### config.mk
export PLATFORM = sky130hd
export DESIGN_NAME = therm_vec_gen_flat
export DESIGN_NICKNAME = d
export VERILOG_FILES = /design/src/rtl/therm_vec_gen_if.sv /design/src/rtl/therm_vec_gen.sv /design/src/flat_wrapper.sv
export SDC_FILE = /design/constraint.sdc
export NUM_CORES = 1
export LEC_CHECK = 0
export CAP_MARGIN = 20
export CORE_UTILIZATION = 46
export DETAILED_ROUTE_END_ITERATION = 10
export DONT_BUFFER_PORTS = 1
export GPL_TIMING_DRIVEN = 0
export SETUP_SLACK_MARGIN = 0.02
export SLEW_MARGIN = 20
export SYNTH_ARGS = -nofsm -noshare
export SYNTH_HDL_FRONTEND = slang
export SYNTH_SLANG_ARGS = --single-unit
### constraint.sdc
create_clock -name clk -period 1.24 [get_ports clk]
set_input_delay 0.248 -clock clk [delete_from_list [all_inputs] [get_ports clk]]
set_output_delay 0.248 -clock clk [all_outputs]
set_load 0.01 [all_outputs]
### src/rtl/therm_vec_gen_if.sv
// Handshake/data bundle between a sequencing controller and therm_vec_gen.
//   start      controller -> generator  one-cycle request to begin a sequence
//   stop       controller -> generator  abort the running sequence
//   out_vec    generator  -> sink       thermometer pattern (WIDTH bits)
//   out_valid  generator  -> sink       out_vec carries a sequence pattern
//   busy       generator  -> controller sequence running
//   done       generator  -> controller one-cycle end-of-sequence pulse
// master: the controller side; slave: the generator.
interface therm_vec_gen_if #(
  parameter int WIDTH = 8
);
  logic             start;
  logic             stop;
  logic [WIDTH-1:0] out_vec;
  logic             out_valid;
  logic             busy;
  logic             done;

  modport master (
    output start,
    output stop,
    input  out_vec,
    input  out_valid,
    input  busy,
    input  done
  );

  modport slave (
    input  start,
    input  stop,
    output out_vec,
    output out_valid,
    output busy,
    output done
  );
endinterface

### src/rtl/therm_vec_gen.sv
// Registered thermometer-code stimulus source (01, 03, 07 ... all-ones).
// Every output comes straight from a flop, so the downstream capture stage
// only ever sees changes right after posedge clk.
//   clk    rising-edge clock
//   rst_n  asynchronous active-low reset
//   bus    therm_vec_gen_if.slave: start/stop in; out_vec/out_valid/busy/done out
//
// state | meaning
// IDLE  | waiting for start; out_vec keeps its last value, out_valid low
// RUN   | stepping patterns, each held HOLD_CYCLES clocks
// DONE  | one-cycle done pulse after all-ones (non-wrapping only)
module therm_vec_gen #(
  parameter int WIDTH       = 8,
  parameter int HOLD_CYCLES = 2,
  parameter bit WRAP        = 1'b0
) (
  input  logic               clk,
  input  logic               rst_n,
  therm_vec_gen_if.slave     bus
);

  if (WIDTH < 2) begin : g_bad_width
    $error("therm_vec_gen: WIDTH must be >= 2");
  end
  if (HOLD_CYCLES < 1) begin : g_bad_hold
    $error("therm_vec_gen: HOLD_CYCLES must be >= 1");
  end

  localparam int CW = $clog2(HOLD_CYCLES + 1);
  localparam logic [CW-1:0]    HOLD_RELOAD = CW'(HOLD_CYCLES - 1);
  localparam logic [WIDTH-1:0] VEC_FIRST   = {{(WIDTH-1){1'b0}}, 1'b1};
  localparam logic [WIDTH-1:0] VEC_ALL     = {WIDTH{1'b1}};

  typedef enum logic [1:0] {
    IDLE = 2'd0,
    RUN  = 2'd1,
    DONE = 2'd2
  } state_t;

  state_t           state_q, state_d;
  logic [WIDTH-1:0] vec_q, vec_d;
  logic             valid_q, valid_d;
  logic             busy_q, busy_d;
  logic             done_q, done_d;
  logic [CW-1:0]    hold_cnt_q, hold_cnt_d;

  always_ff @(posedge clk or negedge rst_n) begin
    if (!rst_n) begin
      state_q    <= IDLE;
      vec_q      <= '0;
      valid_q    <= 1'b0;
      busy_q     <= 1'b0;
      done_q     <= 1'b0;
      hold_cnt_q <= '0;
    end else begin
      state_q    <= state_d;
      vec_q      <= vec_d;
      valid_q    <= valid_d;
      busy_q     <= busy_d;
      done_q     <= done_d;
      hold_cnt_q <= hold_cnt_d;
    end
  end

  always_comb begin
    state_d    = state_q;
    vec_d      = vec_q;
    valid_d    = valid_q;
    busy_d     = busy_q;
    done_d     = 1'b0;
    hold_cnt_d = hold_cnt_q;

    unique case (state_q)
      IDLE: begin
        if (bus.start && !bus.stop) begin
          state_d    = RUN;
          vec_d      = VEC_FIRST;
          valid_d    = 1'b1;
          busy_d     = 1'b1;
          hold_cnt_d = HOLD_RELOAD;
        end
      end

      RUN: begin
        if (bus.stop) begin
          // Abort wins over everything, including the final step.
          state_d    = IDLE;
          vec_d      = '0;
          valid_d    = 1'b0;
          busy_d     = 1'b0;
          hold_cnt_d = '0;
        end else if (hold_cnt_q != '0) begin
          hold_cnt_d = hold_cnt_q - CW'(1);
        end else if (vec_q != VEC_ALL) begin
          vec_d      = {vec_q[WIDTH-2:0], 1'b1};
          hold_cnt_d = HOLD_RELOAD;
        end else if (WRAP) begin
          vec_d      = VEC_FIRST;
          hold_cnt_d = HOLD_RELOAD;
        end else begin
          // All-ones stays on the bus; only valid/busy drop.
          state_d = DONE;
          done_d  = 1'b1;
          valid_d = 1'b0;
          busy_d  = 1'b0;
        end
      end

      DONE: begin
        state_d = IDLE;
      end

      default: begin
        state_d    = IDLE;
        vec_d      = '0;
        valid_d    = 1'b0;
        busy_d     = 1'b0;
        hold_cnt_d = '0;
      end
    endcase
  end

  assign bus.out_vec   = vec_q;
  assign bus.out_valid = valid_q;
  assign bus.busy      = busy_q;
  assign bus.done      = done_q;

endmodule
### src/flat_wrapper.sv
// flat-port wrapper written by rule: the top's interface ports become plain ports
module therm_vec_gen_flat 
#(
  parameter int WIDTH       = 8,
  parameter int HOLD_CYCLES = 2,
  parameter bit WRAP        = 1'b0
)
  (clk, rst_n, bus_start, bus_stop, bus_out_vec, bus_out_valid, bus_busy, bus_done);
  therm_vec_gen_if #(.WIDTH(WIDTH)) bus_i ();
  input  logic clk;
  input  logic rst_n;
  input wire logic [$bits(bus_i.start)-1:0] bus_start;
  input wire logic [$bits(bus_i.stop)-1:0] bus_stop;
  output wire logic [$bits(bus_i.out_vec)-1:0] bus_out_vec;
  output wire logic [$bits(bus_i.out_valid)-1:0] bus_out_valid;
  output wire logic [$bits(bus_i.busy)-1:0] bus_busy;
  output wire logic [$bits(bus_i.done)-1:0] bus_done;
  assign bus_i.start = bus_start;
  assign bus_i.stop = bus_stop;
  assign bus_out_vec = bus_i.out_vec;
  assign bus_out_valid = bus_i.out_valid;
  assign bus_busy = bus_i.busy;
  assign bus_done = bus_i.done;
  therm_vec_gen #(.WIDTH(WIDTH), .HOLD_CYCLES(HOLD_CYCLES), .WRAP(WRAP)) u_core (.clk(clk), .rst_n(rst_n), .bus(bus_i));
endmodule
=== Word level (Yosys, flattened, before mapping) ===
Cells that the tools add are included.

* Register bits: 14
* Output and inout bits: 11
* Input port bits: 4
* Logic and storage cells: 46

* Add/sub/neg operators: 1
* Muxes and demuxes: 23
* Reductions and logical operators: 8
* Equal/unequal tests: 8
* Bitwise logic cells: 1

{| class="wikitable"
|+ Operators by type and width
! operator !! number
|-
| two-way mux 8 bit || 4
|-
| one-hot mux 8 bit (3 select lines) || 1
|-
| two-way mux 2 bit || 7
|-
| two-way mux 1 bit || 8
|-
| != test 8 bit (second input constant) || 1
|-
| AND reduction 4 bit || 2
|-
| != test 3 bit (second input constant) || 2
|-
| one-hot mux 2 bit (3 select lines) || 1
|-
| AND reduction 3 bit || 2
|-
| != test 4 x 2 -> 1 bit (second input constant) || 1
|-
| one-hot mux 2 bit (2 select lines) || 1
|-
| != test 3 x 2 -> 1 bit (second input constant) || 1
|-
| one-hot mux 1 bit (3 select lines) || 1
|-
| == test 2 x 1 -> 1 bit (second input constant) || 1
|-
| == test 2 bit (second input constant) || 1
|-
| logical NOT 2 bit || 1
|-
| != test 2 x 1 -> 1 bit (second input constant) || 1
|-
| nonzero test 2 bit || 1
|-
| subtractor 2 x 1 -> 2 bit (second input constant) || 1
|-
| logical AND 1 bit || 1
|-
| logical NOT 1 bit || 1
|-
| NOT 1 bit || 1
|}

=== Longest topological paths before layout ===
* Depth in word-level cells: 5
* Gate-level depth with buffers: 5
* Depth with buffers taken out: 3

=== Worst setup path after synthesis ===
No wires, ideal clock.

* Kind: register to register
* From: reg u_core.vec_q[2] (netlist: u_core.bus.out_vec[2])
* To: reg u_core.vec_q[1] (netlist: u_core.bus.out_vec[1])
* Required time: 1114 ps
* Setup time: 126 ps
* Path slack: -100 ps
* Arrival time: 1214 ps
* Stages on the path, launching flop included: 5
* Cells stage by stage: dfrtp_1 > nand4_2 > buf_6 > o2111a_1 > a221o_1

* Word-level cells in the longest chain between the ends: 3

{| class="wikitable"
|+ RTL lines
! what !! line !! source
|-
| start: declaration || therm_vec_gen.sv:41 || <nowiki>logic [WIDTH-1:0] vec_q, vec_d;</nowiki>
|-
| start signal: assignment || therm_vec_gen.sv:57 || <nowiki>vec_q <= vec_d;</nowiki>
|-
| != test 8 bit || therm_vec_gen.sv:94 || <nowiki>end else if (vec_q != VEC_ALL) begin</nowiki>
|-
| != test 3 x 2 -> 1 bit (no line) || n/a ||
|-
| AND reduction 4 bit (no line) || n/a ||
|}

No other way between the ends.
A chain may end at the register's enable or synchronous reset.

=== Worst setup path in the final report ===
* From: reg u_core.vec_q[1] (netlist: u_core.bus.out_vec[1])
* To: reg u_core.vec_q[3] (netlist: u_core.bus.out_vec[3])

The elaborated chain is that of the path after synthesis.

==> flow_summary.ini <==
[status]
status = complete, but fails checks
violations = setup timing

[yosys]
synth_top_area_frac = 0.450
synth_seq_cells = 14
yosys_warnings = 0
yosysTopAreaCell = dfrtp_1
synth_edf_count = 0
avgSynthCellArea_sq_um = 11.4
synth_cell_types = 26
syn-num-nets = 72
ys_seq_area_frac = 0.450
syn_inst = 68
async_reset_ff_frac = 1.00
synth_area_sq_um = 778
synth_ff_type = dfrtp_1
synthTopCellsByArea = dfrtp_1 45%, o2111a_1 10%, a221o_1 7.7%

[place]
place_congestion = 0.737
port_buffers = 0
postPlaceCellArea_sq_um = 802
dp_hpwl_mm = 1.10

[sta]
worst_slack_ns = -0.120
slew_viol_final = 0
fmax_mhz = 736
period_minus_slack_ns = 1.36
whs_ns = 0.159
hold_viol = 0
slew_headroom = 0.564
rsz0062_at_grt = true
setup_tns_ns = -0.955
period_share = 1.10
worst_slew_pin_slew_ns = 0.652
finalSetupViolCount = 11
finalClockSkew_ns = 0.00266

[detailed_routing]
totalWireLength_mm = 1.97
dr.pass1.iters = 4
ant_nets = 0
drt-initial-drc-count = 9
wl_per_cell_um = 19.3
vias = 644
remaining_drc_errors = 0
vias_per_cell = 6.31

[global_routing]
gr-usage-met1 = 0.324
grt_use_met2 = 0.328
antenna_found_initial = 0
grt_max_degree = 15
grt-ovfl-total = 0
globalRouteMet3Util = 0.0426
grt_pass1_wl_mm = 3.10
grt_pass1_vias = 637
top_usage_layer = met2
track_usage = 0.233

[floorplanning]
core_sq_mm = 0.00154
die_w_um = 43.1
dieHeight_um = 43.1
die_area_sq_mm = 0.00186
num_io_pins = 15
start_util = 0.505
fp-row-count = 14

[pwr]
p_leak_nw = 0.436
p_total_mw = 1.05
power_density_mw_per_mm2 = 968
peakVddDrop_uv = 697

[critical_path]
reg2reg_setup_slack_ns = -0.12
start_kind = register
critical_path.startpoint = u_core.bus.out_vec[1]
crit_type = reg -> reg
cp-end-kind = register
reg2reg_depth = 4
crit_buf_inv = 1
cp.depth = 4
endpoint = u_core.bus.out_vec[3]
critPathTopFamily = compound AO/OA/AOI/OAI gates
r2r-start = u_core.bus.out_vec[1]
required_ns = 1.41
critPathSlowestCell = dfrtp_2
r2r_end = u_core.bus.out_vec[3]
critPathMaxFanout = 6
slowest_delay_ns = 0.46
cp.arrival_ns = 1.52
path_cells = nand4_4 -> buf_6 -> o2111a_1 -> a221o_1

[finish]
final_common_cell = buf_4
nets = 91
final_cell_mix = 11 x buf_4, 8 x dfrtp_2, 7 x o2111a_1
final_cell_area_sq_mm = 0.00109
syn2layout_area_growth_pct = 40.0
post-route-util = 0.707
fillers = 108
diodes = 0
final_layout_size_suffix_gt1_frac = 0.535

[clock_tree]
cts_root_buf = clkbuf_4
h-tree-depth = 1
clk_pin_slew_ns = 0.09
numClockSinks = 14
clock_path_buffers = 2
clk_latency_ns = 0.28
cts_inserted_buffers = 3
cts_tree = yes

[run]
cap_violations = 0

[hold_path]
hold_class = in -> reg
final cells by class:
| class | count | area [sq um] | share of cell area |
|---|---|---|---|
| sequential | 14 | 360 | 0.331 |
| buffer | 4 | 41.3 | 0.0379 |
| inverter | 3 | 11.3 | 0.0103 |
| clock buffer | 4 | 36.3 | 0.0333 |
| timing repair buffer | 15 | 139 | 0.127 |
| tap | 16 | 20.0 | 0.0184 |
| multi-input combinational | 46 | 482 | 0.442 |
how the worst min path moves through the flow:
| stage | startpoint | end | slack, ns | cells past startpoint |
|---|---|---|---|---|
| final | bus_start | u_core.hold_cnt_q[0] | 0.16 | 2 |
| after global routing | bus_start | u_core.bus.out_valid | 0.16 | 2 |
| after floorplan | rst_n | u_core.bus.done | -0.05 | 0 |
| after detailed placement | rst_n | u_core.bus.out_valid | -0.05 | 0 |
| after global placement | rst_n | u_core.bus.out_valid | -0.05 | 0 |
| after CTS | bus_start | u_core.hold_cnt_q[0] | 0.16 | 2 |
synth_stat cells, drive strengths merged, types with 2 or more instances:
master,n
a21oi,4
a221o,6
and2,7
buf,5
dfrtp,14
inv,3
nand2,2
nand4,2
nor2,3
nor3,2
o2111a,7
o21ai,4
per-layer routing:
metal	vias up	wire length (um)
met5	-	0
met4	0	21
met3	2	67
met2	17	1000
met1	320	879
li1	305	-
through the flow:
step                setup WS (ns)  cells
global placement           -0.224     84
global route               -0.175    102
floorplan                  -0.100     68
CTS                        -0.117     98
finish                     -0.120    102
detailed placement         -0.238     84
power breakdown:
part | total, mW | switching [mW] | internal (mW)
Combinational | 0.191 | 0.103 | 0.0880
Sequential | 0.531 | 0.0495 | 0.482
Clock | 0.333 | 0.155 | 0.178
repair_timing:
item,CTS,global route
endpoints found under the setup margin,14,14
hold buffers,1,0
buffers inserted,9,4
endpoints found under the hold margin,14,0
pin swaps,11,8
gates resized for setup,23,12
cloned,0,1
sequential cells by signal, summed over array words and instances, names as in the netlist:
name / count
u_core.bus.done: 1
u_core.bus.out_valid: 1
u_core.bus.out_vec: 8
u_core.hold_cnt_q: 2
u_core.state_q: 2
kinds of logic (layout without fill, tap and decap cells):
logic type,count (synthesis),count (layout),share of synthesized area
compound gates,27,27,0.293
flops,14,14,0.450
simple gates,19,19,0.180
buf+inv,8,26,0.0772
Note: power is estimated with default switching activity, not from simulation.
